`config.mk`:
```
export PLATFORM = sky130hd
export DESIGN_NAME = enable_pulse_gen
export DESIGN_NICKNAME = d
export VERILOG_FILES = /design/src/rtl/enable_pulse_gen.sv
export SDC_FILE = /design/constraint.sdc
export NUM_CORES = 1
export LEC_CHECK = 0
export CAP_MARGIN = 10
export CORE_UTILIZATION = 53
export CTS_CLUSTER_DIAMETER = 60
export DETAILED_ROUTE_END_ITERATION = 10
export HOLD_SLACK_MARGIN = 0.05
export PLACE_DENSITY_LB_ADDON = 0.12
export SYNTH_ARGS = -nofsm -noshare
export SYNTH_HDL_FRONTEND = slang
export SYNTH_SLANG_ARGS = --single-unit
```
`constraint.sdc`:
```
create_clock -name clk -period 2.5 [get_ports clk]
set_clock_uncertainty 0.05 [all_clocks]
set_input_delay 0.5 -clock clk [delete_from_list [all_inputs] [get_ports clk]]
set_output_delay 0.5 -clock clk [all_outputs]
set_load 0.02 [all_outputs]
```
`src/rtl/enable_pulse_gen.sv`:
```
// Programmable clock-enable strobe generator: free-running periodic or counted burst.
module enable_pulse_gen #(
  parameter int unsigned PERIOD_W = 8,
  parameter int unsigned COUNT_W  = 8
) (
  input  logic                clk,
  input  logic                rst,
  input  logic                start,
  input  logic                stop,
  input  logic                mode,
  input  logic [PERIOD_W-1:0] period,
  input  logic [COUNT_W-1:0]  burst_len,
  output logic                enable,
  output logic                busy,
  output logic                done,
  output logic [COUNT_W-1:0]  pulse_cnt
);

  typedef enum logic {IDLE = 1'b0, RUN = 1'b1} state_t;

  state_t              state, state_n;
  logic [PERIOD_W-1:0] cnt, cnt_n;
  logic [PERIOD_W-1:0] per_q, per_n;
  logic [COUNT_W-1:0]  len_q, len_n;
  logic                mode_q, mode_n;
  logic                enable_n, busy_n, done_n;
  logic [COUNT_W-1:0]  pulse_cnt_n;

  // Zero period / burst length are treated as one.
  logic [PERIOD_W-1:0] period_eff_c;
  logic [COUNT_W-1:0]  burst_eff_c;
  logic [COUNT_W-1:0]  pulse_inc_c;

  assign period_eff_c = (period == '0) ? PERIOD_W'(1) : period;
  assign burst_eff_c  = (burst_len == '0) ? COUNT_W'(1) : burst_len;
  assign pulse_inc_c  = pulse_cnt + COUNT_W'(1);

  // State, latched configuration and registered outputs.
  always_ff @(posedge clk or posedge rst) begin
    if (rst) begin
      state     <= IDLE;
      cnt       <= '0;
      per_q     <= '0;
      len_q     <= '0;
      mode_q    <= 1'b0;
      enable    <= 1'b0;
      busy      <= 1'b0;
      done      <= 1'b0;
      pulse_cnt <= '0;
    end else begin
      state     <= state_n;
      cnt       <= cnt_n;
      per_q     <= per_n;
      len_q     <= len_n;
      mode_q    <= mode_n;
      enable    <= enable_n;
      busy      <= busy_n;
      done      <= done_n;
      pulse_cnt <= pulse_cnt_n;
    end
  end

  // Next-state and next-output decode; stop takes priority over a due strobe.
  always_comb begin
    state_n     = state;
    cnt_n       = cnt;
    per_n       = per_q;
    len_n       = len_q;
    mode_n      = mode_q;
    enable_n    = 1'b0;
    busy_n      = busy;
    done_n      = 1'b0;
    pulse_cnt_n = pulse_cnt;

    unique case (state)
      IDLE: begin
        if (start && !stop) begin
          state_n     = RUN;
          per_n       = period_eff_c;
          len_n       = burst_eff_c;
          mode_n      = mode;
          cnt_n       = period_eff_c - PERIOD_W'(1);
          pulse_cnt_n = '0;
          busy_n      = 1'b1;
        end
      end
      RUN: begin
        if (stop) begin
          state_n = IDLE;
          busy_n  = 1'b0;
        end else if (cnt == '0) begin
          enable_n    = 1'b1;
          cnt_n       = per_q - PERIOD_W'(1);
          pulse_cnt_n = pulse_inc_c;
          if (mode_q && (pulse_inc_c == len_q)) begin
            done_n  = 1'b1;
            busy_n  = 1'b0;
            state_n = IDLE;
          end
        end else begin
          cnt_n = cnt - PERIOD_W'(1);
        end
      end
      default: state_n = IDLE;
    endcase
  end

endmodule

```
# After elaboration in Yosys (flattened, before gate mapping)
# Cells that the tools add are included.
[classes] n_addsub=4 n_eq_ne=6 muxes=27 bitwise_logic=1 n_reduce_logical=10
[op_table] operator="8-bit two-way mux" n=8
[op_table] operator="8-bit one-hot mux with 2 select lines" n=2
[op_table] operator="8-bit zero test" n=3
[op_table] operator="8-bit by 1-bit subtractor with 8-bit output (second input constant)" n=3
[op_table] operator="1-bit two-way mux" n=15
[op_table] operator="8-bit by 1-bit adder with 8-bit output (second input constant)" n=1
[op_table] operator="8-bit equality test" n=1
[op_table] operator="3-bit by 2-bit != test with 1-bit output (second input constant)" n=2
[op_table] operator="3-bit AND reduction" n=2
[op_table] operator="2-bit != test (second input constant)" n=2
[op_table] operator="1-bit one-hot mux with 2 select lines" n=2
[op_table] operator="2-bit AND reduction" n=2
[op_table] operator="1-bit logical AND" n=2
[op_table] operator="2-bit by 1-bit != test with 1-bit output (second input constant)" n=1
[op_table] operator="1-bit zero test" n=1
[op_table] operator="1-bit NOT" n=1
[word_totals] register_bits=37 in_bits=21 out_inout_bits=11 elab_cells=57

# Depth between registers and ports, before layout
# Gate-level depths: netlist of run 1.
[logic_depth] depth_word=7 mapped_depth=9 mapped_depth_nobuf=9

# Worst setup path after synthesis of run 1
# Ideal clock, no wire load.
[synth_path] path_kind="register to register" start="register cnt[2]" end="register cnt[4]" arrival_time_ps=1949 setup_slack_ps=406 path_stages_with_launch=10 path_buffers=0 path_cell_list="dfrtp_1 nor4_1 a41oi_1 mux2i_1 inv_1 ha_1 nand3_1 xor2_1 nor2_1 o31ai_1"
[synth_via] elab_chain_cells=4 word_cells_on_any_way=5 classes_between="add/sub: 1; mux: 3; reduce/logical: 1"
[synth_lines] item="start, declared" line="22" rtl="logic [PERIOD_W-1:0] cnt, cnt_n;"
[synth_lines] item="start signal, assigned" line="52" rtl="cnt <= cnt_n;"
[synth_lines] item="8-bit by 1-bit subtractor with 8-bit output / 8-bit zero test (equally long branches)" line="101, 91"
[synth_lines] item="8-bit two-way mux (*)" line="91" rtl="end else if (cnt == '0) begin"
[synth_lines] item="8-bit two-way mux (*)" line="88" rtl="if (stop) begin"
[synth_lines] item="8-bit one-hot mux with 2 select lines (*)" line="75" rtl="unique case (state)"
# Every way passes the cells marked *; elsewhere a longest branch is shown, timed or not. The select of a mux whose other input is x is not followed.
# A chain may end at the register's enable or synchronous reset.

# Final worst setup path of run 1
# Same ends and word-level chain as after synthesis.

==> run metrics, run 1 <==
num rows 22; Post-synth EDFFs 0; CTS tree done; area leader, netlist dfrtp_1; clk buf depth 2; critical-path maximum fanout 5; Tightest Pin Transition 466 ps; RSZ-0062 raised after global routing no; Max Cap Viol 0; YS warnings 0; initial core utilization 0.560; die width 64.6 um; Num CTS Buffers 5; vias per inst 5.66; slew margin rel. 0.689; worst-path cell chain nor4_1, a41oi_1, mux2i_1, inv_1, ha_1, nand3_1, xor2_1, nor2_1, o31ai_1; IO buf count 31; Die H 64.6 um; Max VDD drop 513 uV; ys flop type dfrtp_1; top-area cell type share of the netlist area 0.445; clk root buf clkbuf_8; Initial DRC Count 150; slowest stage delay, CP 460 ps; Hold Fails Final Rpt 0; Final Setup Violations 0; vias 1755; gp weighted congestion 0.918; WP buf/inv 1; first-pass GRT wire length 7720 um; Final min period 2220 ps; Slowest-stage cell, CP dfrtp_1; post-CTS setup buffer count 0; total track usage 0.248; FF+latch count, synth 37; part of the Yosys area used for sequential elements 0.445; Pre-antenna DRT Iters 4; total grt overflow 0; # diodes 0; PD cells 657 nW/um^2; Min-Delay Path Class reg2reg; Setup TNS Final 0 ps; IO Count 32; WS Path Type reg2reg; synth unique cells 41; cell family with most CP delay simple AND/OR/NAND/NOR gates; Avg Inst Size Synth 9.76 um^2; critical path data arrival time 2370 ps; WL/cell 15.1 um; share of post-route cells with drive strength above 1 0.183; final non-filler cell total 310; Post-CTS Resized 0; hold buffers post-CTS 0; Area growth, synth to finish 28.2%; core area 3720 um^2; clock sink total 37; crit path launch type flop; status finished, final reports clean; post-DP HPWL 3420 um; Synth area leaders dfrtp_1 45%, mux2_2 8.1%, xnor2_1 5.5%; DRC errors left 0; critical path required time 2650 ps; Tcrit/Tclk final 0.889; Skew-Pair Late Insertion Delay 290 ps; pin count of the biggest net entering global routing 38; Worst setup EP type flop; fill cell count 291; Hold WS 475 ps; clk slew on worst S/H paths 70 ps; Synth top cells by count 37 x dfrtp_1, 20 x nor2_1, 18 x nand2_1; Final #Nets 284; share of synthesized flip-flops with an asynchronous set or reset 1.00; placed inst area 2540 um^2; antenna violations before repair 0; Design Area, Final 2670 um^2; maximum clock rate 0.450 GHz; syn_nets 236; utilization after layout 0.717; Placed Instances 302; Post-DRT Antenna Nets 0; vias in the first global route 1684; leakage power 1.10 nW; Cells after Synth 213; Cell Area, Synth 2080 um^2; most instantiated library cell after synthesis dfrtp_1; Final Max Slew Viols 0; die area 4180 um^2; CTS H-tree lvls 2; wirelength, routed 4690 um
-- cells in the final DEF, fill, tap and decap left out, drive strengths merged --
cell type / synthesis / final
ha: 2 / 2
o21ai: 18 / 18
clkinvlp: 0 / 1
and2: 1 / 1
or3: 1 / 1
clkbuf: 3 / 6
nor3: 6 / 6
a31oi: 3 / 3
o21a: 1 / 1
nand3: 7 / 7
dfrtp: 37 / 37
nor2: 20 / 20
o22ai: 2 / 2
buf: 4 / 17
a211o: 1 / 1
nand2: 18 / 18
o32ai: 1 / 1
bufinv: 0 / 1
a41oi: 1 / 1
xor2: 7 / 7
o2111a: 1 / 1
nand2b: 1 / 1
clkdlybuf4s50: 0 / 31
nor2b: 2 / 2
nand3b: 3 / 3
mux2i: 1 / 1
inv: 8 / 8
a311oi: 1 / 1
nand4: 1 / 1
o31ai: 3 / 3
nor4: 7 / 7
o221ai: 2 / 2
xnor2: 13 / 13
and3: 5 / 5
mux2: 16 / 16
a21oi: 16 / 16
-- path summary, 6_finish.rpt --
path,from,end,slack (ps),cells past startpoint
worst max-delay path,cnt[2],cnt[4],280,9
worst min-delay path,per_q[1],per_q[1],480,1
worst max register to register,cnt[2],cnt[4],280,9
worst min register to register,per_q[1],per_q[1],480,1
max in group asynchronous,rst,cnt[2],1510,3
min in group asynchronous,rst,enable,560,3
-- kinds of logic after synthesis --
| logic type | after synthesis | share of synthesized area |
|---|---|---|
| AOI/OAI and AO/OA | 50 | 0.145 |
| xor gates and xnor gates | 20 | 0.0842 |
| adders and majority gates | 2 | 0.0120 |
| buffers and inverters | 15 | 0.0301 |
| DFF | 37 | 0.445 |
| muxes | 17 | 0.0933 |
| and+or+nand+nor | 72 | 0.190 |
-- through the flow --
step,setup slack [ps],total power (W)
floorplan,406,0.00106
global placement,64.0,0.00120
detailed placement,17.5,0.00122
CTS,286,0.00176
global route,12.5,0.00185
finish,277,0.00175
-- flip-flops by register name (all words and copies together), names as in the netlist --
register / flops
enable: 1
pulse_cnt: 8
len_q: 8
cnt: 8
busy: 1
mode_q: 1
per_q: 8
state: 1
done: 1
-- power by group --
part / internal (W) / switching [W]
logic: 0.000218 / 0.000189
registers: 0.000688 / 0.000114
clock network: 0.000324 / 0.000218
total: 0.00123 / 0.000522
-- routing by layer --
metal / wire [um] / part of all wire / vias to the layer above / GRT usage
met3: 167 / 0.036 / 8 / 0.0546
met5: 0 / 0 / - / 0
met4: 80 / 0.017 / 0 / 0.111
met1: 1970 / 0.42 / 841 / 0.284
met2: 2470 / 0.53 / 46 / 0.437
li1: - / - / 860 / -
-- final cells by class --
type | instances | area (um^2) | share of cell area
well taps | 48 | 60.1 | 0.0225
multi-input cells | 161 | 1090 | 0.409
clock buffers | 6 | 82.6 | 0.0310
repair buffers | 48 | 438 | 0.164
flip-flops and latches | 37 | 926 | 0.347
clock inverters | 2 | 37.5 | 0.0141
inverters | 8 | 30.0 | 0.0113
Note: power is estimated with default switching activity, not from simulation.
==> run 2: changes to the inputs <==
- GPL_ROUTABILITY_DRIVEN: default -> 0
==> run 2 against run 1 <==
Net effect: sequential power is essentially flat; die area is the same; non-clock buffer count grew 1; final area shrank 1.1%; via count shrank 0.80%; combinational power is essentially flat; critical path type is now in2reg; critical endpoint unchanged.
==> run metrics, run 2 (synthesis gave the netlist of run 1 again) <==
WL/cell 14.5 um; total grt overflow 0; Die H 64.6 um; Gate power share 0.255; wirelength, routed 4510 um; pin count of the biggest net entering global routing 38; Final #Nets 285; core area 3720 um^2; commonest non-fill, non-tap cell in the layout dfrtp_1; Setup TNS Final 0 ps; clk buf depth 2; critical path required time 2650 ps; hold buffers post-CTS 0; first-pass GRT wire length 7690 um; Num CTS Buffers 5; Hold WS 459 ps; Clk pwr share 0.250; PD cells 612 nW/um^2; reported net switching power 0.000508 W; WP buf/inv 3; clk root buf clkbuf_8; Skew-Pair Late Insertion Delay 290 ps; num rows 22; Final Setup Violations 0; slowest stage delay, CP 420 ps; vias in the first global route 1607; fill cell count 287; Post-CTS Resized 0; critical-path maximum fanout 4; crit path launch type input port; IO Count 32; cell family with most CP delay buffers and inverters; Tcrit/Tclk final 0.868; critical path data arrival time 2320 ps; share of power burned in registers 0.496; die width 64.6 um; vias per inst 5.60; post-DP HPWL 3360 um; Worst setup EP type flop; Int Power 0.00110 W; leakage power 1.09 nW; final non-filler cell total 311; total track usage 0.247; status finished, final reports clean; vias 1741; RSZ-0062 raised after global routing no; maximum clock rate 0.461 GHz; Design Area, Final 2640 um^2; DRC errors left 0; IO buf count 31; WS Path Type in2reg; Area growth, synth to finish 26.7%; CTS tree done; Final min period 2170 ps; CTS H-tree lvls 2; # diodes 0; Pre-antenna DRT Iters 4; Initial DRC Count 173; Slowest-stage cell, CP clkdlybuf4s50_1; Final Max Slew Viols 0; Max Cap Viol 0; slew margin rel. 0.596; post-CTS setup buffer count 0; clock sink total 37; placed inst area 2550 um^2; Placed Instances 303; share of post-route cells with drive strength above 1 0.183; most frequent cells in the layout 37 x dfrtp_1, 31 x clkdlybuf4s50_1, 20 x nor2_1; die area 4180 um^2; utilization after layout 0.709; Post-DRT Antenna Nets 0; worst-path cell chain clkdlybuf4s50_1, nor3_1, buf_4, a21oi_1, mux2i_1, inv_1, ha_1, nand3_1, xor2_1, nor2_1, o31ai_1; Hold Fails Final Rpt 0; Max VDD drop 395 uV; Switching Fraction 0.315; Min-Delay Path Class reg2reg; clk slew on worst S/H paths 70 ps; Tightest Pin Transition 602 ps; initial core utilization 0.560; antenna violations before repair 0
==> run 2: worst paths after layout <==
check	from	to	slack (ps)	cells after the start
setup / recovery	period[5]	cnt[4]	330	11
hold / removal	per_q[1]	per_q[1]	460	1
max in group asynchronous	rst	mode_q	1500	3
setup reg to reg	cnt[5]	cnt[4]	340	9
min in group asynchronous	rst	enable	560	3
hold reg to reg	per_q[1]	per_q[1]	460	1
==> run 2: worst register-to-register path, delay by kind of cell, from the launching register on <==
| kind | cells | cell delay (ps) |
|---|---|---|
| fa+ha+maj | 1 | 240 |
| flops | 1 | 460 |
| xor+xnor | 1 | 130 |
| mux | 1 | 190 |
| buf+inv | 1 | 60 |
| simple gates | 3 | 560 |
| compound gates | 2 | 360 |
==> run 2: power by group through the flow <==
stage / logic, W / clock network (W) / registers [W]
3_5_place_dp: 0.000410 / 0 / 0.000810
5_1_grt: 0.000454 / 0.000443 / 0.000815
2_1_floorplan: 0.000271 / 0 / 0.000789
6_report: 0.000410 / 0.000402 / 0.000799
4_1_cts: 0.000412 / 0.000412 / 0.000799
3_3_place_gp: 0.000402 / 0 / 0.000807
==> run 2: stage by stage <==
step                      total power, W  worst slack [ps]
final                            0.00161               329
after floorplan                  0.00106               406
after CTS                        0.00162               330
after global placement           0.00121              66.9
after detailed placement         0.00122              37.2
after global routing             0.00171              61.9
==> run 2: routing by layer <==
metal | global-route usage | vias up | part of all wire
li1 | - | 861 | -
met2 | 0.405 | 47 | 0.50
met1 | 0.316 | 826 | 0.44
met5 | 0 | - | 0
met4 | 0.0944 | 0 | 0.014
met3 | 0.0563 | 7 | 0.043
==> run 2: layout make-up <==
type	instances	area [um^2]	share of cell area
Multi-Input combinational cell	161	1090	0.414
Sequential cell	37	926	0.351
Timing Repair Buffer	49	445	0.169
Clock buffer	6	72.6	0.0275
Tap cell	48	60.1	0.0228
Inverter	8	30.0	0.0114
Clock inverter	2	10.0	0.00380
==> run 3: changes to the inputs <==
--- a/config.mk
+++ b/config.mk
@@ -12,5 +12,5 @@
 export GPL_ROUTABILITY_DRIVEN = 0
 export HOLD_SLACK_MARGIN = 0.05
-export PLACE_DENSITY_LB_ADDON = 0.12
+export PLACE_DENSITY_LB_ADDON = 0.08
 export SYNTH_ARGS = -nofsm -noshare
 export SYNTH_HDL_FRONTEND = slang
==> constraint.sdc (replaced) <==
create_clock -name clk -period 2.5 [get_ports clk]
set_clock_uncertainty 0.05 [all_clocks]
set_input_delay 0.375 -clock clk [delete_from_list [all_inputs] [get_ports clk]]
set_output_delay 0.375 -clock clk [all_outputs]
set_load 0.02 [all_outputs]
==> run 3 against run 2 <==
Net effect: utilization shrank 1.7 points; via count grew 1.3%; sequential cell count is the same; first-iteration DRC count shrank 29%; wire length grew 11%; clock power grew 6.0%; largest power group unchanged; cell count shrank 3.2%; critical path type unchanged; global-route usage grew 2.5 points.
==> run metrics, run 3 (synthesis gave the netlist of run 1 again) <==
status finished, final reports clean; Hold WS 454 ps; Final Setup Violations 0; IO Count 32; core area 3720 um^2; Min-Delay Path Class in2async; share of post-route cells with drive strength above 1 0.150; pin count of the biggest net entering global routing 38; Post-CTS Resized 0; DRC errors left 0; overall power 0.00163 W; wirelength, routed 5010 um; antenna violations before repair 0; # diodes 0; post-CTS setup buffer count 0; die width 64.6 um; Clk pwr share 0.261; slew margin rel. 0.675; share of power burned in registers 0.493; Skew-Pair Late Insertion Delay 290 ps; num rows 22; Max Cap Viol 0; Final min period 2300 ps; die area 4180 um^2; Hold Fails Final Rpt 0; hold buffers post-CTS 0; total track usage 0.273; vias per inst 5.86; clock sink total 37; clk slew on worst S/H paths 70 ps; Num CTS Buffers 5; most frequent cells in the layout 37 x dfrtp_1, 31 x clkdlybuf4s50_1, 20 x nor2_1; Slowest-stage cell, CP clkdlybuf4s50_1; maximum clock rate 0.435 GHz; Initial DRC Count 123; first-pass GRT wire length 8440 um; reported net switching power 0.000514 W; total grt overflow 0; Final Max Slew Viols 0; Final #Nets 276; WS Path Type in2reg; critical path data arrival time 2440 ps; Int Power 0.00112 W; Gate power share 0.246; critical-path maximum fanout 4; leakage power 1.05 nW; clk buf depth 2; clk root buf clkbuf_8; vias 1764; Switching Fraction 0.316; CTS H-tree lvls 2; Die H 64.6 um; commonest non-fill, non-tap cell in the layout dfrtp_1; worst-path cell chain clkdlybuf4s50_1, nor3_1, a21oi_1, mux2i_1, inv_1, ha_1, nand3_1, xor2_1, nor2_1, o31ai_1; RSZ-0062 raised after global routing no; IO buf count 31; vias in the first global route 1765; post-DP HPWL 3580 um; Tcrit/Tclk final 0.919; Post-DRT Antenna Nets 0; Max VDD drop 474 uV; CTS tree done; Worst setup EP type flop; WL/cell 16.6 um; initial core utilization 0.560; Tightest Pin Transition 488 ps; crit path launch type input port; Pre-antenna DRT Iters 4; Area growth, synth to finish 23.6%; slowest stage delay, CP 480 ps; PD cells 634 nW/um^2; critical path required time 2650 ps; fill cell count 292
[run 3: metal layers]
metal  wire [um]  global-route usage  vias to the layer above
met4         156               0.128                        0
met3         290              0.0581                       14
li1            -                   -                      835
met2        2630               0.471                       67
met5           0                   0                        -
met1        1930               0.321                      848
[run 3: metrics by stage]
| stage | setup WS [ps] | instance area [um^2] | TNS (ps) | cells | util |
|---|---|---|---|---|---|
| after floorplan | 406 | 2080 | 0 | 213 | - |
| after global placement | -0.0417 | 2480 | -0.0417 | 294 | 0.669 |
| after detailed placement | -57.0 | 2480 | -57.0 | 294 | 0.669 |
| after CTS | 233 | 2570 | 0 | 301 | 0.692 |
| after global routing | 21.9 | 2570 | 0 | 301 | 0.692 |
| final | 203 | 2570 | 0 | 301 | 0.692 |
[run 3: worst paths after layout]
kind                           start      endpoint  slack, ps  cells after the start
hold / removal                   rst  pulse_cnt[0]        450                      3
setup reg to reg              cnt[2]        cnt[4]        260                      9
hold reg to reg             per_q[1]      per_q[1]        460                      1
max in group asynchronous        rst      len_q[5]       1590                      3
min in group clk            per_q[1]      per_q[1]        460                      1
setup / recovery           period[4]        cnt[4]        200                     10
[run 3: final cells by class]
class	count	area, um^2	area share
multi-input combinational	161	1090	0.424
clock buffer	7	86.3	0.0336
sequential	37	926	0.360
tap	48	60.1	0.0234
timing repair buffer	40	378	0.147
inverter	8	30.0	0.0117
[run 3: worst max-delay path: cells and delay by family]
kind | cells | cell delay (ps)
xor+xnor | 1 | 150
fa+ha+maj | 1 | 230
simple gates | 3 | 530
compound gates | 2 | 370
mux | 1 | 230
buf+inv | 2 | 550
[run 3: power by group through the flow]
stage          clock network, W  registers (W)  logic [W]
2_1_floorplan                 0       0.000789   0.000271
3_3_place_gp                  0       0.000806   0.000383
3_5_place_dp                  0       0.000813   0.000399
4_1_cts                0.000438       0.000801   0.000401
5_1_grt                0.000466       0.000815   0.000444
6_report               0.000426       0.000803   0.000400
